File: src/rtl/rf_write_arbiter_if.sv
// Handshake bundle between the pipeline/mul-div side (master) and the RF write arbiter (slave).
interface rf_write_arbiter_if #(
  parameter int DATA_W = 32,
  parameter int ADDR_W = 5
);
  logic              wb_regwrite;
  logic [ADDR_W-1:0] wb_write_reg;
  logic [DATA_W-1:0] wb_write_data;
  logic              md_valid;
  logic [ADDR_W-1:0] md_reg;
  logic [DATA_W-1:0] md_data;
  logic              md_ready;
  logic [ADDR_W-1:0] id_rs;
  logic [ADDR_W-1:0] id_rt;
  logic              id_pend_hit;
  logic              pipe_stall;
  logic              rf_regwrite;
  logic [ADDR_W-1:0] rf_write_reg;
  logic [DATA_W-1:0] rf_write_data;

  modport master (
    output wb_regwrite, wb_write_reg, wb_write_data,
    output md_valid, md_reg, md_data,
    output id_rs, id_rt,
    input  md_ready, id_pend_hit, pipe_stall,
    input  rf_regwrite, rf_write_reg, rf_write_data
  );

  modport slave (
    input  wb_regwrite, wb_write_reg, wb_write_data,
    input  md_valid, md_reg, md_data,
    input  id_rs, id_rt,
    output md_ready, id_pend_hit, pipe_stall,
    output rf_regwrite, rf_write_reg, rf_write_data
  );
endinterface

File: src/rtl/rf_write_arbiter.sv
// Arbitrates the single RF write port between WB and a queued mul/div result stream.
// Optional macro RFARB_PERF_EN adds saturating stall/full performance counters.
module rf_write_arbiter #(
  parameter int DATA_W     = 32,
  parameter int ADDR_W     = 5,
  parameter int DEPTH      = 4,
  parameter int STARVE_MAX = 3
) (
  input  logic        clk,
  input  logic        rst_n,
`ifdef RFARB_PERF_EN
  output logic [15:0] perf_stall_cnt,
  output logic [15:0] perf_full_cnt,
`endif
  rf_write_arbiter_if.slave arb
);

  localparam int IDX_W  = $clog2(DEPTH);
  localparam int PTR_W  = IDX_W + 1;
  localparam int SCNT_W = $clog2(STARVE_MAX + 1);
  localparam logic [SCNT_W-1:0] STARVE_TOP = SCNT_W'(STARVE_MAX);

  logic [ADDR_W-1:0] reg_mem  [DEPTH];
  logic [DATA_W-1:0] data_mem [DEPTH];

  logic [PTR_W-1:0]  wr_ptr_q, wr_ptr_d;
  logic [PTR_W-1:0]  rd_ptr_q, rd_ptr_d;
  logic [SCNT_W-1:0] starve_cnt_q, starve_cnt_d;
  logic              pipe_stall_q, pipe_stall_d;

  logic              empty, full;
  logic              pop, push, bypass, grant;
  logic [ADDR_W-1:0] sel_reg;
  logic [DATA_W-1:0] sel_data;
  logic [PTR_W-1:0]  count;
  logic [IDX_W-1:0]  offset;
  logic              pend_hit;

  assign empty = (wr_ptr_q == rd_ptr_q);
  assign full  = (wr_ptr_q[IDX_W] != rd_ptr_q[IDX_W]) &&
                 (wr_ptr_q[IDX_W-1:0] == rd_ptr_q[IDX_W-1:0]);

  // NOTE: every always_comb output gets a default first so no path can leave it unassigned (no latch).
  always_comb begin
    pop      = 1'b0;
    bypass   = 1'b0;
    grant    = 1'b0;
    sel_reg  = '0;
    sel_data = '0;
    if (arb.wb_regwrite) begin
      grant    = 1'b1;
      sel_reg  = arb.wb_write_reg;
      sel_data = arb.wb_write_data;
    end else if (!empty) begin
      grant    = 1'b1;
      pop      = 1'b1;
      sel_reg  = reg_mem[rd_ptr_q[IDX_W-1:0]];
      sel_data = data_mem[rd_ptr_q[IDX_W-1:0]];
    end else if (arb.md_valid) begin
      grant    = 1'b1;
      bypass   = 1'b1;
      sel_reg  = arb.md_reg;
      sel_data = arb.md_data;
    end
    push = arb.md_valid && !full && !bypass;
  end

  // Register 0 is a legal destination that still consumes a slot, but is never written.
  assign arb.rf_regwrite   = rst_n && grant && (sel_reg != '0);
  assign arb.rf_write_reg  = sel_reg;
  assign arb.rf_write_data = sel_data;
  assign arb.md_ready      = !full;
  assign arb.pipe_stall    = pipe_stall_q;

  always_comb begin
    wr_ptr_d = wr_ptr_q + (push ? PTR_W'(1) : PTR_W'(0));
    rd_ptr_d = rd_ptr_q + (pop  ? PTR_W'(1) : PTR_W'(0));

    starve_cnt_d = starve_cnt_q;
    if (empty || pop) begin
      starve_cnt_d = '0;
    end else if (starve_cnt_q != STARVE_TOP) begin
      starve_cnt_d = starve_cnt_q + SCNT_W'(1);
    end

    pipe_stall_d = (starve_cnt_q == STARVE_TOP) && !pipe_stall_q && !empty;
  end

  // Entry i is live when its distance from the read pointer is below the occupancy.
  always_comb begin
    pend_hit = 1'b0;
    offset   = '0;
    count    = wr_ptr_q - rd_ptr_q;
    for (int i = 0; i < DEPTH; i++) begin
      offset = IDX_W'(i) - rd_ptr_q[IDX_W-1:0];
      if (({1'b0, offset} < count) &&
          (((arb.id_rs != '0) && (reg_mem[i] == arb.id_rs)) ||
           ((arb.id_rt != '0) && (reg_mem[i] == arb.id_rt)))) begin
        pend_hit = 1'b1;
      end
    end
  end

  assign arb.id_pend_hit = pend_hit;

  // NOTE: sequential state uses non-blocking assignments so all registers update from pre-edge values.
  always_ff @(posedge clk or negedge rst_n) begin
    if (!rst_n) begin
      wr_ptr_q     <= '0;
      rd_ptr_q     <= '0;
      starve_cnt_q <= '0;
      pipe_stall_q <= 1'b0;
    end else begin
      wr_ptr_q     <= wr_ptr_d;
      rd_ptr_q     <= rd_ptr_d;
      starve_cnt_q <= starve_cnt_d;
      pipe_stall_q <= pipe_stall_d;
    end
  end

  // NOTE: the payload storage is not reset; pointer reset alone makes every entry invalid.
  always_ff @(posedge clk) begin
    if (push) begin
      reg_mem[wr_ptr_q[IDX_W-1:0]]  <= arb.md_reg;
      data_mem[wr_ptr_q[IDX_W-1:0]] <= arb.md_data;
    end
  end

`ifdef RFARB_PERF_EN
  always_ff @(posedge clk or negedge rst_n) begin
    if (!rst_n) begin
      perf_stall_cnt <= '0;
      perf_full_cnt  <= '0;
    end else begin
      if (pipe_stall_q && (perf_stall_cnt != 16'hFFFF)) perf_stall_cnt <= perf_stall_cnt + 16'd1;
      if (full && (perf_full_cnt != 16'hFFFF))          perf_full_cnt  <= perf_full_cnt + 16'd1;
    end
  end
`endif

endmodule

File: src/flat_wrapper.sv
// flat-port wrapper written by rule: the top's interface ports become plain ports
module rf_write_arbiter_flat 
#(
  parameter int DATA_W     = 32,
  parameter int ADDR_W     = 5,
  parameter int DEPTH      = 4,
  parameter int STARVE_MAX = 3
)
  (clk, rst_n, arb_wb_regwrite, arb_wb_write_reg, arb_wb_write_data, arb_md_valid, arb_md_reg, arb_md_data, arb_id_rs, arb_id_rt, arb_md_ready, arb_id_pend_hit, arb_pipe_stall, arb_rf_regwrite, arb_rf_write_reg, arb_rf_write_data);
  rf_write_arbiter_if #(.DATA_W(DATA_W), .ADDR_W(ADDR_W)) arb_i ();
  input  logic clk;
  input  logic rst_n;
  input wire logic [$bits(arb_i.wb_regwrite)-1:0] arb_wb_regwrite;
  input wire logic [$bits(arb_i.wb_write_reg)-1:0] arb_wb_write_reg;
  input wire logic [$bits(arb_i.wb_write_data)-1:0] arb_wb_write_data;
  input wire logic [$bits(arb_i.md_valid)-1:0] arb_md_valid;
  input wire logic [$bits(arb_i.md_reg)-1:0] arb_md_reg;
  input wire logic [$bits(arb_i.md_data)-1:0] arb_md_data;
  input wire logic [$bits(arb_i.id_rs)-1:0] arb_id_rs;
  input wire logic [$bits(arb_i.id_rt)-1:0] arb_id_rt;
  output wire logic [$bits(arb_i.md_ready)-1:0] arb_md_ready;
  output wire logic [$bits(arb_i.id_pend_hit)-1:0] arb_id_pend_hit;
  output wire logic [$bits(arb_i.pipe_stall)-1:0] arb_pipe_stall;
  output wire logic [$bits(arb_i.rf_regwrite)-1:0] arb_rf_regwrite;
  output wire logic [$bits(arb_i.rf_write_reg)-1:0] arb_rf_write_reg;
  output wire logic [$bits(arb_i.rf_write_data)-1:0] arb_rf_write_data;
  assign arb_i.wb_regwrite = arb_wb_regwrite;
  assign arb_i.wb_write_reg = arb_wb_write_reg;
  assign arb_i.wb_write_data = arb_wb_write_data;
  assign arb_i.md_valid = arb_md_valid;
  assign arb_i.md_reg = arb_md_reg;
  assign arb_i.md_data = arb_md_data;
  assign arb_i.id_rs = arb_id_rs;
  assign arb_i.id_rt = arb_id_rt;
  assign arb_md_ready = arb_i.md_ready;
  assign arb_id_pend_hit = arb_i.id_pend_hit;
  assign arb_pipe_stall = arb_i.pipe_stall;
  assign arb_rf_regwrite = arb_i.rf_regwrite;
  assign arb_rf_write_reg = arb_i.rf_write_reg;
  assign arb_rf_write_data = arb_i.rf_write_data;
  rf_write_arbiter #(.DATA_W(DATA_W), .ADDR_W(ADDR_W), .DEPTH(DEPTH), .STARVE_MAX(STARVE_MAX)) u_core (.clk(clk), .rst_n(rst_n), .arb(arb_i));
endmodule
File: config.mk
export PLATFORM = sky130hd
export DESIGN_NAME = rf_write_arbiter_flat
export DESIGN_NICKNAME = d
export VERILOG_FILES = /design/src/rtl/rf_write_arbiter_if.sv /design/src/rtl/rf_write_arbiter.sv /design/src/flat_wrapper.sv
export SDC_FILE = /design/constraint.sdc
export NUM_CORES = 1
export LEC_CHECK = 0
export ABC_AREA = 1
export BUFFER_PORTS_ARGS = -buffer_cell sky130_fd_sc_hd__buf_4
export CAP_MARGIN = 20
export CORE_ASPECT_RATIO = 1.25
export CORE_MARGIN = 3
export CORE_UTILIZATION = 55
export DETAILED_ROUTE_END_ITERATION = 8
export GPL_TIMING_DRIVEN = 0
export PLACE_DENSITY = 0.81
export SYNTH_ARGS = -nofsm -noshare
export SYNTH_HDL_FRONTEND = slang
export SYNTH_SLANG_ARGS = --single-unit
File: constraint.sdc
create_clock -name clk -period 6.1 [get_ports clk]
set_clock_uncertainty 0.05 [all_clocks]
set_input_delay 0.915 -clock clk [delete_from_list [all_inputs] [get_ports clk]]
set_output_delay 0.915 -clock clk [all_outputs]
set_load 0.01 [all_outputs]
### Word-level counts from Yosys, hierarchy flattened

Memories as Yosys holds them, arrays and structs flattened.
Index checks and enable logic that the tools add are counted.
W data, S select, Z words.

| operators by class | value |
|---|---|
| reductions and logical operators | 32 |
| mux-type cells | 23 |
| order comparisons | 4 |
| add/sub/neg operators | 8 |
| eq/ne operators | 13 |

Operators with widths:

| operator | count |
|---|---|
| $mux W32 | 3 |
| $eq A5 B5 Y1 | 8 |
| $logic_and A1 B1 Y1 | 19 |
| $mux W1 | 15 |
| $mux W5 | 3 |
| $reduce_bool A5 Y1 | 3 |
| $lt A2 B3 Y1 | 4 |
| $add A3 B3 Y3 | 2 |
| $logic_or A1 B1 Y1 | 5 |
| $logic_not A1 Y1 | 4 |
| $mux W2 | 2 |
| $sub A1 B2 Y2 const A | 2 |
| $sub A2 B2 Y2 const A | 2 |
| $eq A3 B3 Y1 | 1 |
| $sub A3 B3 Y3 | 1 |
| $add A2 B1 Y2 const B | 1 |
| $eq A2 B2 Y1 | 1 |
| $eq A2 B2 Y1 const B | 1 |
| $ne A2 B2 Y1 const B | 1 |
| $reduce_bool A2 Y1 | 1 |
| $ne A1 B1 Y1 | 1 |

| word-level totals | value |
|---|---|
| word-level logic and storage cells | 86 |
| bits in writable memories | 148 |
| bits in registers | 9 |
| memories | 2 |
| input port bits | 88 |

Memories:

| memory | depth | bits a word | rd ports | clocked after memory_dff | write ports | RTL line | text |
|---|---|---|---|---|---|---|---|
| u_core.data_mem | 4 | 32 | 1 | 0 | 1 | rf_write_arbiter.sv:24 | `logic [DATA_W-1:0] data_mem [DEPTH];` |
| u_core.reg_mem | 4 | 5 | 5 | 0 | 1 | rf_write_arbiter.sv:23 | `logic [ADDR_W-1:0] reg_mem [DEPTH];` |

### Longest topological paths before layout

Gate-level depths: netlist (run 1).
An unclocked memory read counts as a cell.

| logic depth | value |
|---|---|
| depth after elaboration | 9 |
| mapped depth | 14 |
| mapped depth without buffers | 13 |

### Worst setup path before layout (run 1)

No wires, ideal clock.

| timing path | value |
|---|---|
| kind | flip-flop to flip-flop |
| start point | register u_core.rd_ptr_q[1] |
| end point | memory u_core.data_mem[2][0] (enable) |
| cell stages (with the launch flop) | 11 |
| setup time | 0.478 ns |
| slack | 1.531 ns |
| data arrival time | 4.041 ns |
| path buffers | 1 |
| clock period less this slack | 4.569 ns |
| cell sequence | dfrtp_1 > buf_2 > inv_2 > ha_1 > nand2_1 > inv_1 > nand2_1 > nor2_1 > nand2_1 > nand3_1 > nor3_1 |

| between the ends | value |
|---|---|
| word-level cells in the longest chain between the ends | 7 |

RTL lines:

| what | RTL line | text |
|---|---|---|
| start, declared | rf_write_arbiter.sv:27 | `logic [PTR_W-1:0] rd_ptr_q, rd_ptr_d;` |
| start signal, assigned | rf_write_arbiter.sv:115 | `rd_ptr_q <= rd_ptr_d;` |
| $eq A3 B3 Y1 / $eq A2 B2 Y1 (equally long branches) | rf_write_arbiter.sv:39, rf_write_arbiter.sv:41 |  |
| $mux W1 / $logic_and A1 B1 Y1 (equally long branches) | rf_write_arbiter.sv:54, rf_write_arbiter.sv:40 |  |
| $mux W1 / $logic_not A1 Y1 (equally long branches) | rf_write_arbiter.sv:50, rf_write_arbiter.sv:65 |  |
| $logic_not A1 Y1 / $logic_and A1 B1 Y1 (equally long branches) | rf_write_arbiter.sv:65 | `push = arb.md_valid && !full && !bypass;` |
| $logic_and A1 B1 Y1 * | rf_write_arbiter.sv:65 |  |
| $mux W1 * | rf_write_arbiter.sv:123 | `if (push) begin` |
| $mux W1 (implied by the code) * | rf_write_arbiter.sv:125 | `data_mem[wr_ptr_q[IDX_W-1:0]] <= arb.md_data;` |
| end, declared | rf_write_arbiter.sv:24 |  |

Mark *: on every way between the ends. The rest lies on a longest branch, timed or not.

### Worst setup path after layout (run 1)

| timing path | value |
|---|---|
| start point | register u_core.rd_ptr_q[0] |
| end point | output arb_rf_write_data[27] |

| between the ends | value |
|---|---|
| word-level cells in the longest chain between the ends | 3 |

RTL lines:

| what | RTL line | text |
|---|---|---|
| $mem_v2 Z4 W32 / $eq A3 B3 Y1 (equally long branches) | n/a |  |
| $mux W32 * | rf_write_arbiter.sv:54 | `end else if (!empty) begin` |
| $mux W32 * | rf_write_arbiter.sv:50 | `if (arb.wb_regwrite) begin` |
| end, declared | flat_wrapper.sv:26 | `output wire logic [$bits(arb_i.rf_write_data)-1:0] arb_rf_write_data;` |

Marks and branches as above.

==> impl_metrics.ini, run 1 <==
[clock_tree]
hold_buffers = 0
post-cts-setup-buffers = 0
max-clock-path-buffers = 2
cts_inserted_buffers = 17
clock_sink_count = 157
tritoncts = built
clock_tree.htree_level_count = 4
clk_pin_slew_ns = 0.06
ctsRootBufferMaster = clkbuf_16
cts_repair_resize_count = 0
clk_latency_ns = 0.41

[placement]
numPlacedInstances = 999
placedInstanceArea_mm2 = 0.00864
detailedPlacementHpwl_mm = 13.5
portbufs = 118
place_congestion = 0.850

[timing]
period_minus_slack_ns = 3.97
finalMaxSlewViolations = 0
timing.final.crit_share_pct = 65.0
max_freq_ghz = 0.252
final.hold.worst_slack_ns = 0.267
finalSetupViolations = 0
slew_headroom_pct = 29.5
rsz0062_at_grt = no
finalHoldViolCount = 0
worst-slew-pin-transition_ns = 1.05

[floorplan]
die_w_um = 109
design.portCount = 129
placementRows = 46
coreArea_mm2 = 0.0129
die_area_mm2 = 0.0148
die_h_um = 135
starting_density_pct = 56.9

[outcome]
outcome = completed

[cells_and_area]
final_common_cell = nand2_1
layout.cells.most_common_list = nand2_1 (289), edfxtp_1 (148), buf_4 (118)
finalNetCount = 952
num_antenna_cells = 0
finish.cell_count_without_fillers = 1031
post_route_cells_drive_above_1_share_pct = 23.2
post_layout_instance_area_mm2 = 0.00924
synthToLayoutAreaGrowth_pct = 25.9

[power]
power.static_leakage_uw = 0.00385
pwr_density_cell_mw_per_mm2 = 478
ir_worst_vdd_uv = 288

[synth]
synth.ff_latch_count = 157
synth_edf_count = 148
synth.yosys.warnings = 0
synthDistinctLibCells = 26
postSynthAreaPerCell_um2 = 10.5
postSynthCellCount = 698
asyncSetResetFlopFracSynth_pct = 5.73
synthFlopType = edfxtp_1
synth_nets = 800
synth_seq_area_share_pct = 63.6
synthesis.area_mm2 = 0.00734

[drt]
route.detailed.wl_per_inst_um = 18.5
antenna_violating_nets_post_route = 0
via_per_inst = 5.66
dr_total_vias = 5838
drt-pass1-iter-count = 5
drt_drc_violations_left = 0
detailedRoute.firstIterationViolations = 553
finalWirelength_mm = 19.1

[setup_path]
worst_ep_required_time_ns = 5.13
worst_r2r_path_depth = 12
critical_path_arrival_ns = 3.00
worst-setup-path-type = reg -> out
startpoint_type = flip-flop
crit_path_max_fanout = 10
critPathCaptureType = output pin

[grt]
grt_pass1_vias = 5823
grt_start_max_net_pins = 17
grt_first_pass_wirelength_mm = 29.3
globalRouteTotalUtil_pct = 26.4
grt_overflow_total = 0
grt_antenna_before_repair = 0

[worst_hold_path]
hold_class = in -> async

[job]
cap_violations = 0
==> layer usage <==
metal	global-route usage [%]	vias up	routed length [um]	part of all wire, %
met3	5.58	46	1460	7.7
li1	-	2674	-	-
met2	46.5	295	10300	54
met5	0	-	0	0
met4	11.4	0	448	2.3
met1	30.8	2823	6880	36
==> registers in the layout (all words and copies together), names as in the netlist <==
signal,flops
u_core.starve_cnt_q,2
u_core.arb.pipe_stall,1
u_core.reg_mem,20
u_core.data_mem,128
u_core.wr_ptr_q,3
u_core.rd_ptr_q,3
==> logic make-up after synthesis <==
logic type	share of synthesized area [%]
buf+inv	3.75
flops	63.6
simple gates	22.6
fa+ha+maj	2.49
compound gates	2.28
xor+xnor	5.25
==> critical path: stages (launching register included) <==
cell,delay [ns]
dfrtp_1,0.41
clkinv_1,0.31
ha_1,0.40
nand2_1,0.09
inv_1,0.12
nand2_1,0.12
nor2_1,0.10
nand2_1,0.13
inv_1,0.23
buf_2,0.31
nand2_1,0.08
nand3_1,0.13
buf_4,0.14
==> path summary, 6_finish.rpt <==
check | startpoint | to | slack [ns]
setup / recovery | u_core.rd_ptr_q[0] | arb_rf_write_data[27] | 2.13
hold / removal | rst_n | u_core.wr_ptr_q[0] | 0.27
setup reg to reg | u_core.rd_ptr_q[0] | u_core.data_mem[1][7] | 2.32
hold reg to reg | u_core.arb.pipe_stall | u_core.arb.pipe_stall | 0.39
max in group asynchronous | rst_n | u_core.rd_ptr_q[1] | 5.59
min in group clk | u_core.arb.pipe_stall | u_core.arb.pipe_stall | 0.39
==> power by group <==
part | total, uW | switching (uW) | internal (uW)
logic | 1780 | 1110 | 665
registers | 1570 | 110 | 1460
clock network | 1070 | 448 | 618
==> synthesized netlist by cell type, types with 2 or more instances <==
cell type  instances  area (um2)
buf_2             19        95.1
buf_6              2        22.5
clkbuf_1          10        37.5
inv_1             25        93.8
edfxtp_1         148        4440
nand3_1           18        90.1
nand2_2            2        12.5
dfrtp_1            9         225
xor2_1            40         350
ha_1              13         163
nand2_1          289        1080
a22oi_1           18         135
nand4_1           39         244
nor2_2             4        25.0
xnor2_1            4        35.0
nand3_2            2        20.0
nor3_1            14        70.1
inv_2              2        7.51
buf_1              4        15.0
o21ai_0            4        20.0
nor2_1            27         101
==> layout make-up <==
cell class,instances,area (um2)
repair buffers,133,1070
inverters,28,105
clock buffers,17,425
clock inverters,15,175
plain buffers,35,170
fillers,871,3650
flip-flops and latches,157,4670
well taps,168,210
multi-input cells,478,2410
==> stage by stage <==
| step | utilization (%) | total power (uW) | setup slack, ns | TNS [ns] |
|---|---|---|---|---|
| finish | 71.7 | 4420 | 2.13 | 0 |
| global route | 71.7 | 4660 | 1.96 | 0 |
| CTS | 71.7 | 4420 | 2.14 | 0 |
| detailed placement | 67.0 | 3350 | 2.33 | 0 |
| global placement | 65.4 | 3200 | -0.786 | -112.69 |
| floorplan | - | 2610 | 1.53 | 0 |
(Power assumes the default switching activity.)
==> run 2, diff against run 1 <==
--- a/config.mk
+++ b/config.mk
@@ -10,10 +10,10 @@
 export CAP_MARGIN = 20
 export CORE_ASPECT_RATIO = 1.25
 export CORE_MARGIN = 3
-export CORE_UTILIZATION = 55
+export CORE_UTILIZATION = 51
 export DETAILED_ROUTE_END_ITERATION = 8
 export GPL_TIMING_DRIVEN = 0
-export PLACE_DENSITY = 0.81
+export PLACE_DENSITY = 0.79
 export SYNTH_ARGS = -nofsm -noshare
 export SYNTH_HDL_FRONTEND = slang
 export SYNTH_SLANG_ARGS = --single-unit
==> constraint.sdc (replaced) <==
create_clock -name clk -period 3.3 [get_ports clk]
set_clock_uncertainty 0.05 [all_clocks]
set_input_delay 0.495 -clock clk [delete_from_list [all_inputs] [get_ports clk]]
set_output_delay 0.495 -clock clk [all_outputs]
set_load 0.01 [all_outputs]
==> impl_metrics.ini, run 2 (same netlist as run 1, synthesis figures left out) <==
[setup_path]
critical_path.cell_chain = inv_4 > ha_2 > inv_1 > fa_1 > inv_2 > ha_1 > inv_1 > nor2_1 > o21ai_0 > nand2_1 > nand2_1 > inv_1 > nand2_1 > buf_4
critical-path-top-delay-family = adder cells
path_depth = 14
worst-setup-path-type = reg -> out
crit_path_max_fanout = 5
critical_path_arrival_ns = 2.61
worst_r2r_path_depth = 11
worst_ep_required_time_ns = 2.75
timing.critical_path.buf_inv = 6
cpPeakStageDelay_ns = 0.50
startpoint_type = flip-flop
critical-path-slowest-cell = fa_1
critPathCaptureType = output pin

[floorplan]
die_w_um = 113
design.portCount = 129
placementRows = 48
die_area_mm2 = 0.0159
coreArea_mm2 = 0.0139
die_h_um = 140
starting_density_pct = 52.7

[clock_tree]
clock_tree.htree_level_count = 4
clock_sink_count = 157
clk_latency_ns = 0.41
tritoncts = built
cts_inserted_buffers = 17
ctsRootBufferMaster = clkbuf_16
clk_pin_slew_ns = 0.06
max-clock-path-buffers = 2

[timing]
timing.final.crit_share_pct = 95.5
worst-slew-pin-transition_ns = 0.623
setup_tns_ns = 0
max_freq_ghz = 0.317
rsz0062_at_grt = no
period_minus_slack_ns = 3.15
finalMaxSlewViolations = 0
finalSetupViolations = 0
slew_headroom_pct = 58.5
final.hold.worst_slack_ns = 0.229
finalHoldViolCount = 0

[drt]
finalWirelength_mm = 19.2
drt-pass1-iter-count = 5
dr_total_vias = 5671
via_per_inst = 5.46
drt_drc_violations_left = 0
detailedRoute.firstIterationViolations = 463
route.detailed.wl_per_inst_um = 18.5
antenna_violating_nets_post_route = 0

[cells_and_area]
post_route_cells_drive_above_1_share_pct = 23.5
layout.cells.most_common_list = nand2_1 (288), edfxtp_1 (148), buf_4 (127)
fillers = 1026
postLayoutCoreUtil_pct = 67.3
final_common_cell = nand2_1
num_antenna_cells = 0
synthToLayoutAreaGrowth_pct = 27.7
finish.cell_count_without_fillers = 1038
largest_register_ffs = 128
finalNetCount = 952

[outcome]
outcome = completed

[grt]
grt_pass1_vias = 5508
globalRouteTotalUtil_pct = 24.3
grt_antenna_before_repair = 0
grt_overflow_total = 0
grt_first_pass_wirelength_mm = 29.4
grt_start_max_net_pins = 18

[placement]
portbufs = 118
place_congestion = 0.844
detailedPlacementHpwl_mm = 13.1
numPlacedInstances = 999

[power]
ir_worst_vdd_uv = 554
pwr_density_cell_mw_per_mm2 = 888
report.power.total_uw = 8320
power.static_leakage_uw = 0.00387

[worst_hold_path]
hold_class = in -> reg
whs_path_depth = 1

[job]
cap_violations = 0
run 2: cell count changes in the layout (fill, tap and decap cells not counted), moves of 5 or more:
cell / before / now
buf_2: 19 / 12
buf_4: 118 / 127
buf_6: 13 / 4
inv_6: 5 / 0
run 2: through the flow:
step	setup WS [ns]	instance area (um2)
after floorplan	-0.197	7360
after global placement	-1.62	8460
after detailed placement	-0.152	8660
after CTS	0.00230	9340
after global routing	0.00629	9370
final	0.150	9370
run 2: path summary, 6_finish.rpt:
| kind | from | endpoint | slack [ns] |
|---|---|---|---|
| max | u_core.wr_ptr_q[0] | arb_id_pend_hit | 0.15 |
| min in group asynchronous | rst_n | u_core.arb.pipe_stall | 0.40 |
| min reg2reg | u_core.arb.pipe_stall | u_core.arb.pipe_stall | 0.40 |
| min | arb_md_data[29] | u_core.data_mem[1][29] | 0.23 |
| max in group asynchronous | rst_n | u_core.rd_ptr_q[0] | 2.63 |
| max reg2reg | u_core.rd_ptr_q[1] | u_core.data_mem[2][10] | 0.21 |
run 2: area by class of cell:
class	count	area (um2)	area share, %
Buffer	34	188	2.00
Clock buffer	21	440	4.70
Timing Repair Buffer	134	1120	11.9
Tap cell	175	219	2.34
Sequential cell	157	4670	49.9
Multi-Input combinational cell	478	2450	26.1
Clock inverter	11	168	1.79
Inverter	28	115	1.23
run 2: worst register-to-register path, stage by stage, from the launching register on:
cell     delay [ns]
dfrtp_1        0.42
buf_6          0.16
inv_4          0.12
ha_1           0.24
nand2_1        0.14
inv_2          0.07
nand2_1        0.15
nor2_1         0.08
nand2_2        0.16
nand3_1        0.41
nor3_4         0.53
buf_8          0.26
run 2: what timing repair did:
action	4_1_cts	5_1_grt
resized for setup	9	15
hold endpoints to repair	9	0
hold buffers	1	0
endpoints found under the setup margin	101	119
buffers inserted	6	1
pin swaps	3	0
run 2: power breakdown:
group          total [uW]  internal (uW)  switching, uW
Clock                2010           1260            745
Combinational        3400           1300           2100
Sequential           2910           2700            211
run 2: per-layer routing:
metal	global-route usage, %	wire length (um)	share of wire, %	up-vias
li1	-	-	-	2667
met1	29.2	7330	38	2702
met2	43.3	10000	52	245
met3	3.54	1180	6.2	57
met4	10.8	687	3.6	0
met5	0	0	0	-
